==> src/rtl/pushable_object_mover.sv <==
// rtl/pushable_object_mover.sv - cell-aligned push/wobble/fall/crash motion FSM for a pushable object
//
// Purpose:
//   Fixed-point position and state machine for a pushable, falling object such as a
//   gold bag or a boulder. It sits between the collision/terrain logic and the object's
//   draw block, and produces the object's pixel top-left corner plus its status.
//   All motion is evaluated on startOfFrame. The one exception is CRASHED -> EATEN,
//   which reacts on any cycle.
//
// Ports:
//   clk           in   1        system clock
//   reset         in   1        synchronous active-high reset
//   startOfFrame  in   1        one-cycle frame pulse; all motion happens on it
//   collision     in   1        push contact from the player (any cycle)
//   side          in   1        push origin: 0 = from left (move right), 1 = from right (move left)
//   push_blocked  in   1        target cell is occupied (sampled on startOfFrame)
//   can_fall      in   1        the cell below is empty (sampled on startOfFrame)
//   been_eaten    in   1        player consumed the crashed object (level)
//   respawn       in   1        return to the initial position (level, beats everything)
//   topLeftX      out  COORD_W  signed pixel X
//   topLeftY      out  COORD_W  signed pixel Y
//   obj_state     out  4        0 rest/moving, 1 falling, 2 crashed, 3 eaten
//   fsm_code      out  3        0 IDLE,1 PUSH_R,2 PUSH_L,3 WOBBLE,4 FALL,5 SETTLE,6 CRASHED,7 EATEN
//   tilt          out  2        0 upright, 1 tilt left, 2 tilt right, 3 broken sprite

module pushable_object_mover #(
  parameter int INITIAL_X     = 32,
  parameter int INITIAL_Y     = 160,
  parameter int COORD_W       = 11,
  parameter int FRAC_BITS     = 6,
  parameter int CELL_LOG2     = 5,
  parameter int X_SPEED       = 128,
  parameter int Y_SPEED       = 128,
  parameter int WOBBLE_FRAMES = 50,
  parameter int CRASH_CELLS   = 2,
  parameter int X_MIN         = 0,
  parameter int X_MAX         = 608
) (
  input  logic                      clk,
  input  logic                      reset,
  input  logic                      startOfFrame,
  input  logic                      collision,
  input  logic                      side,
  input  logic                      push_blocked,
  input  logic                      can_fall,
  input  logic                      been_eaten,
  input  logic                      respawn,
  output logic signed [COORD_W-1:0] topLeftX,
  output logic signed [COORD_W-1:0] topLeftY,
  output logic [3:0]                obj_state,
  output logic [2:0]                fsm_code,
  output logic [1:0]                tilt
);

  // Position register width: pixel coordinate plus fraction.
  localparam int PW = COORD_W + FRAC_BITS;
  // Bits that must be zero for the position to sit exactly on a cell boundary.
  localparam int AW = CELL_LOG2 + FRAC_BITS;
  // The wobble counter is at least 6 bits wide, because the tilt pattern reads cnt[5:4].
  localparam int CW = ($clog2(WOBBLE_FRAMES) > 6) ? $clog2(WOBBLE_FRAMES) : 6;
  // The push-target range check runs two bits wider than the coordinate,
  // so that adding one cell can never wrap.
  localparam int XW = COORD_W + 2;

  localparam logic signed [PW-1:0] INIT_X_FP = PW'(INITIAL_X * (1 << FRAC_BITS));
  localparam logic signed [PW-1:0] INIT_Y_FP = PW'(INITIAL_Y * (1 << FRAC_BITS));
  localparam logic signed [PW-1:0] X_STEP    = PW'(X_SPEED);
  localparam logic signed [PW-1:0] Y_STEP    = PW'(Y_SPEED);
  localparam logic signed [XW-1:0] CELL_S    = XW'(1 << CELL_LOG2);
  localparam logic signed [XW-1:0] XMIN_S    = XW'(X_MIN);
  localparam logic signed [XW-1:0] XMAX_S    = XW'(X_MAX);
  localparam logic [CW-1:0]        WOB_LAST  = CW'(WOBBLE_FRAMES - 1);
  localparam logic [3:0]           CRASH_N   = 4'((CRASH_CELLS > 15) ? 15 : CRASH_CELLS);

  typedef enum logic [2:0] {
    S_IDLE    = 3'd0,
    S_PUSH_R  = 3'd1,
    S_PUSH_L  = 3'd2,
    S_WOBBLE  = 3'd3,
    S_FALL    = 3'd4,
    S_SETTLE  = 3'd5,
    S_CRASHED = 3'd6,
    S_EATEN   = 3'd7
  } state_t;

  state_t                state;
  logic signed [PW-1:0]  pos_x;
  logic signed [PW-1:0]  pos_y;
  logic [CW-1:0]         cnt;
  logic [3:0]            cells;
  logic                  push_latch;
  logic                  push_side;

  // A collision arriving on the frame cycle itself still counts for that frame.
  // It also overrides the side captured earlier in the frame.
  logic push_req;
  logic push_dir;
  assign push_req = push_latch | collision;
  assign push_dir = collision ? side : push_side;

  // Pixel X of the cell the push would move into. IDLE is always cell-aligned.
  logic signed [COORD_W-1:0] x_px;
  logic signed [XW-1:0]      x_ext;
  logic signed [XW-1:0]      tgt_x;
  logic                      tgt_ok;
  assign x_px   = pos_x[PW-1:FRAC_BITS];
  assign x_ext  = {{2{x_px[COORD_W-1]}}, x_px};
  assign tgt_x  = push_dir ? (x_ext - CELL_S) : (x_ext + CELL_S);
  assign tgt_ok = (tgt_x >= XMIN_S) && (tgt_x <= XMAX_S);

  // Horizontal step. IDLE uses the direction of the new push; the push states use their own.
  logic                 step_left;
  logic signed [PW-1:0] x_step;
  logic                 x_step_aln;
  logic signed [PW-1:0] y_step;
  logic                 y_step_aln;
  logic [3:0]           cells_inc;
  assign step_left  = (state == S_IDLE) ? push_dir : (state == S_PUSH_L);
  assign x_step     = step_left ? (pos_x - X_STEP) : (pos_x + X_STEP);
  assign x_step_aln = (x_step[AW-1:0] == '0);
  assign y_step     = pos_y + Y_STEP;
  assign y_step_aln = (y_step[AW-1:0] == '0);
  assign cells_inc  = (cells == 4'd15) ? cells : (cells + 4'd1);

  always_ff @(posedge clk) begin
    if (reset || respawn) begin
      state      <= S_IDLE;
      pos_x      <= INIT_X_FP;
      pos_y      <= INIT_Y_FP;
      cnt        <= '0;
      cells      <= '0;
      push_latch <= 1'b0;
      push_side  <= 1'b0;
    end else begin
      if (startOfFrame) begin
        push_latch <= 1'b0;
      end else if (collision) begin
        push_latch <= 1'b1;
        push_side  <= side;
      end

      case (state)
        S_IDLE: begin
          if (startOfFrame) begin
            // A push wins over falling when both are possible in the same frame.
            if (push_req && !push_blocked && tgt_ok) begin
              pos_x <= x_step;
              // The first step is taken on the deciding frame. A step of one full cell
              // therefore lands back in IDLE straight away.
              state <= x_step_aln ? S_IDLE : (push_dir ? S_PUSH_L : S_PUSH_R);
            end else if (can_fall) begin
              state <= S_WOBBLE;
              cnt   <= '0;
            end
          end
        end
        S_PUSH_R, S_PUSH_L: begin
          if (startOfFrame) begin
            pos_x <= x_step;
            if (x_step_aln) state <= S_IDLE;
          end
        end
        S_WOBBLE: begin
          if (startOfFrame) begin
            if (cnt == WOB_LAST) begin
              state <= S_FALL;
              cells <= '0;
            end else begin
              cnt <= cnt + 1'b1;
            end
          end
        end
        S_FALL: begin
          if (startOfFrame) begin
            pos_y <= y_step;
            if (y_step_aln) begin
              cells <= cells_inc;
              state <= S_SETTLE;
            end
          end
        end
        S_SETTLE: begin
          if (startOfFrame) begin
            if (can_fall) begin
              state <= S_FALL;
            end else if (cells >= CRASH_N) begin
              state <= S_CRASHED;
            end else begin
              state <= S_IDLE;
              cells <= '0;
            end
          end
        end
        S_CRASHED: begin
          if (been_eaten) state <= S_EATEN;
        end
        default: begin
          // S_EATEN is terminal until respawn or reset.
        end
      endcase
    end
  end

  assign topLeftX = pos_x[PW-1:FRAC_BITS];
  assign topLeftY = pos_y[PW-1:FRAC_BITS];
  assign fsm_code = state;

  always_comb begin
    obj_state = 4'd0;
    tilt      = 2'd0;
    case (state)
      S_WOBBLE: begin
        // The sprite rocks upright, left, upright, right as the counter climbs.
        case (cnt[5:4])
          2'd1:    tilt = 2'd1;
          2'd3:    tilt = 2'd2;
          default: tilt = 2'd0;
        endcase
      end
      S_FALL, S_SETTLE: obj_state = 4'd1;
      S_CRASHED: begin
        obj_state = 4'd2;
        tilt      = 2'd3;
      end
      S_EATEN:   obj_state = 4'd3;
      default: begin
        obj_state = 4'd0;
      end
    endcase
  end

endmodule

==> config.mk <==
export PLATFORM = sky130hd
export DESIGN_NAME = pushable_object_mover
export DESIGN_NICKNAME = d
export VERILOG_FILES = /design/src/rtl/pushable_object_mover.sv
export SDC_FILE = /design/constraint.sdc
export NUM_CORES = 1
export LEC_CHECK = 0
export BUFFER_PORTS_ARGS = -buffer_cell sky130_fd_sc_hd__buf_2
export CAP_MARGIN = 40
export CORE_MARGIN = 2
export CORE_UTILIZATION = 57
export DETAILED_ROUTE_END_ITERATION = 16
export GPL_TIMING_DRIVEN = 0
export PLACE_DENSITY = 0.83
export SETUP_SLACK_MARGIN = 0.05
export SYNTH_ARGS = -nofsm -noshare
export SYNTH_HDL_FRONTEND = slang
export SYNTH_SLANG_ARGS = --single-unit
export TNS_END_PERCENT = 30
==> constraint.sdc <==
create_clock -name clk -period 3.9 [get_ports clk]
set_input_delay 0.39 -clock clk [delete_from_list [all_inputs] [get_ports clk]]
set_output_delay 0.39 -clock clk [all_outputs]
set_load 0.01 [all_outputs]
==> impl_metrics.yaml <==
routing:
  vias: 2321
  remaining_drc_errors: 0
  drt_iter0_drc: 140
  drt-total-wl_mm: 5.53
  antenna_left: 0
  route.met3.wl_um: 296
  dr.pass1.iters: 5
  drt-wirelength-per-cell_um: 14.0
  wirelength_met1_mm: 2.61
  wl_met2_mm: 2.58
  dr.max_layer_used: "met4"
  via_per_inst: 5.88
floorplan:
  ioPinCount: 40
  die_h_um: 69.4
  dieArea_um2: 4820
  start_util_pct: 60.2
  core_um2: 4060
  placementRows: 23
  die_w_um: 69.4
clock_tree:
  postCtsHoldBufs: 0
  cts.clk_slew.worst_paths_ns: 0.07
  cts_setup_buffers: 0
  h-tree-depth: 2
  clock-sinks: 35
  cts.path.max_buffers: 2
  cts_resized: 0
  ctsRootBufferMaster: "clkbuf_8"
  cts_tree: "built"
  numCtsBuffers: 5
  clk_latency_ns: 0.28
synthesis:
  yosysSeqAreaShare_pct: 28.7
  synth_flop_cell: "dfxtp_1"
  syn_avg_cell_area_um2: 8.16
  yosysWarnings: 0
  synth_edf_count: 0
  ys_types: 56
  synthesis.area_um2: 2440
  ys_top_cells_by_area: "dfxtp_1, ha_1, nor2_1, mux2i_1, a21oi_1"
  syn_inst: 299
  ys_seq_elements: 35
  synth.most_common_cell: "nor2_1"
  synth_common_cells: "nor2_1, dfxtp_1, nand2_1"
  async_flop_share_pct: 0
  synth.largest_area_cell: "dfxtp_1"
  synth_top_area_share_pct: 28.7
grt:
  grt_pass1_wl_mm: 9.14
  grt_max_degree: 11
  grt_overflow_total: 0
  track_usage_pct: 22.7
  grt_pass1_vias: 2074
  antenna_found_initial: 0
layout:
  fillers: 359
  n_antenna_cell: 0
  area_delta_synth_final_pct: 13.5
  design_area_um2: 2770
  fin_nets: 373
  drive_gt1_share_pct: 17.7
  finalNonFillerCells: 395
timing:
  clock.fmax_mhz: 297
  setup_tns_ns: 0
  max_slew_margin_pct: 49.4
  finClkSkew_ns: 0.00359
  worst_slew_pin_slew_ns: 0.756
  hold_ws_ns: 0.393
  setup_viol: 0
  period_share_pct: 86.5
  fin_crit_ns: 3.37
  maxSlewViolCount: 0
  rsz0062_at_grt: "no"
  timing_hold_violations_final: 0
placed_design:
  placedInstanceArea_um2: 2690
  gp_congestion: 0.907
  io_buffers: 35
  place_inst: 387
  hpwl_mm: 4.04
min_path:
  hold_end: "push_latch"
  holdCritPathClass: "in2reg"
  hold_path_depth: 2
  hp-start: "startOfFrame"
worst_setup_path:
  worstReg2RegStart: "push_side"
  crit_type: "reg2reg"
  path_max_fanout: 9
  r2r-end: "pos_x[16]"
  r2r_setup_slack_ns: 0.53
  critPathLaunchType: "register"
  rr_worst_depth: 12
  critPathCaptureType: "register"
  crit_arrival_ns: 3.52
  cp.required_ns: 4.05
power:
  power_density_nw_per_um2: 286
  ir_drop_mv: 0.264
  leakagePower_nw: 1.22
run:
  drv_cap: 0
outcome:
  status: "complete, no violations"
flip-flops by register name, indices dropped and copies added (netlist names):
name / cells
cells: 4
pos_y: 10
fsm_code: 3
push_side: 1
push_latch: 1
pos_x: 10
cnt: 6
stage by stage:
stage                     util, %  power [mW]  setup WS [ns]
final                        68.3       0.794          0.528
after global routing         68.3       0.833          0.128
after CTS                    68.3       0.796          0.585
after detailed placement     66.3       0.540          0.335
after global placement       66.3       0.537          0.494
after floorplan                 -       0.503          0.963
per-layer routing:
metal  global-route usage [%]  vias up
li1                         -     1167
met1                     29.4     1065
met2                     38.9       82
met3                     4.51        7
met4                     5.66        0
met5                        0        -
final cells by class:
| class | instances | area [um2] | share of cell area, % |
|---|---|---|---|
| tap | 50 | 62.6 | 2.26 |
| multi-input combinational | 246 | 1650 | 59.6 |
| clock buffer | 7 | 76.3 | 2.75 |
| clock inverter | 1 | 5.00 | 0.181 |
| timing repair buffer | 35 | 175 | 6.32 |
| buffer | 13 | 70.1 | 2.53 |
| inverter | 8 | 30.0 | 1.08 |
| sequential | 35 | 701 | 25.3 |
placed cells by master (no fill, tap or decap), types with 6 or more instances in the layout:
cell type	n
or3_1	6
xnor2_1	8
ha_1	19
buf_2	37
and3_1	8
nand3_1	12
mux2i_1	11
nor2_1	37
o21ai_0	10
dfxtp_1	35
nand2_1	22
clkbuf_1	8
a21oi_1	18
xor2_1	10
inv_1	8
worst max-delay path, cell delays in order (launching register included):
cell      delay (ns)
dfxtp_1         0.31
mux2i_1         0.25
inv_1           0.22
o21ai_1         0.37
inv_1           0.29
ha_1            0.43
a21oi_1         0.32
a21oi_1         0.17
o31ai_1         0.33
nor2_1          0.09
a211oi_1        0.25
or3_1           0.14
a21oi_1         0.05
power by group:
part           leakage [nW]  switching, mW  internal [mW]
Combinational         0.896         0.0982         0.0691
Clock                0.0422          0.133          0.126
Sequential            0.283        0.00589          0.362
Total                  1.22          0.237          0.557
logic make-up (layout without fill, tap and decap cells):
logic type,Yosys count,count (layout),synth area share [%]
AO/OA/AOI/OAI,70,70,19.6
XOR/XNOR,18,18,6.46
adder cells (fa/ha/maj),20,20,10.6
buffers and inverters,21,64,4.10
flip-flops,35,35,28.7
multiplexers,11,11,4.51
other,1,4,0.154
AND/OR/NAND/NOR,123,123,25.9
worst max path at each step:
stage                   to  slack, ns       from
3_5_place_dp     pos_x[16]       0.33  collision
3_3_place_gp     pos_x[16]       0.49  collision
6_report         pos_x[16]       0.53  push_side
2_1_floorplan  fsm_code[0]       0.96  collision
5_1_grt          pos_x[16]       0.13  push_side
4_1_cts          pos_x[16]       0.58  push_side
Note: power is estimated with default switching activity, not from simulation.
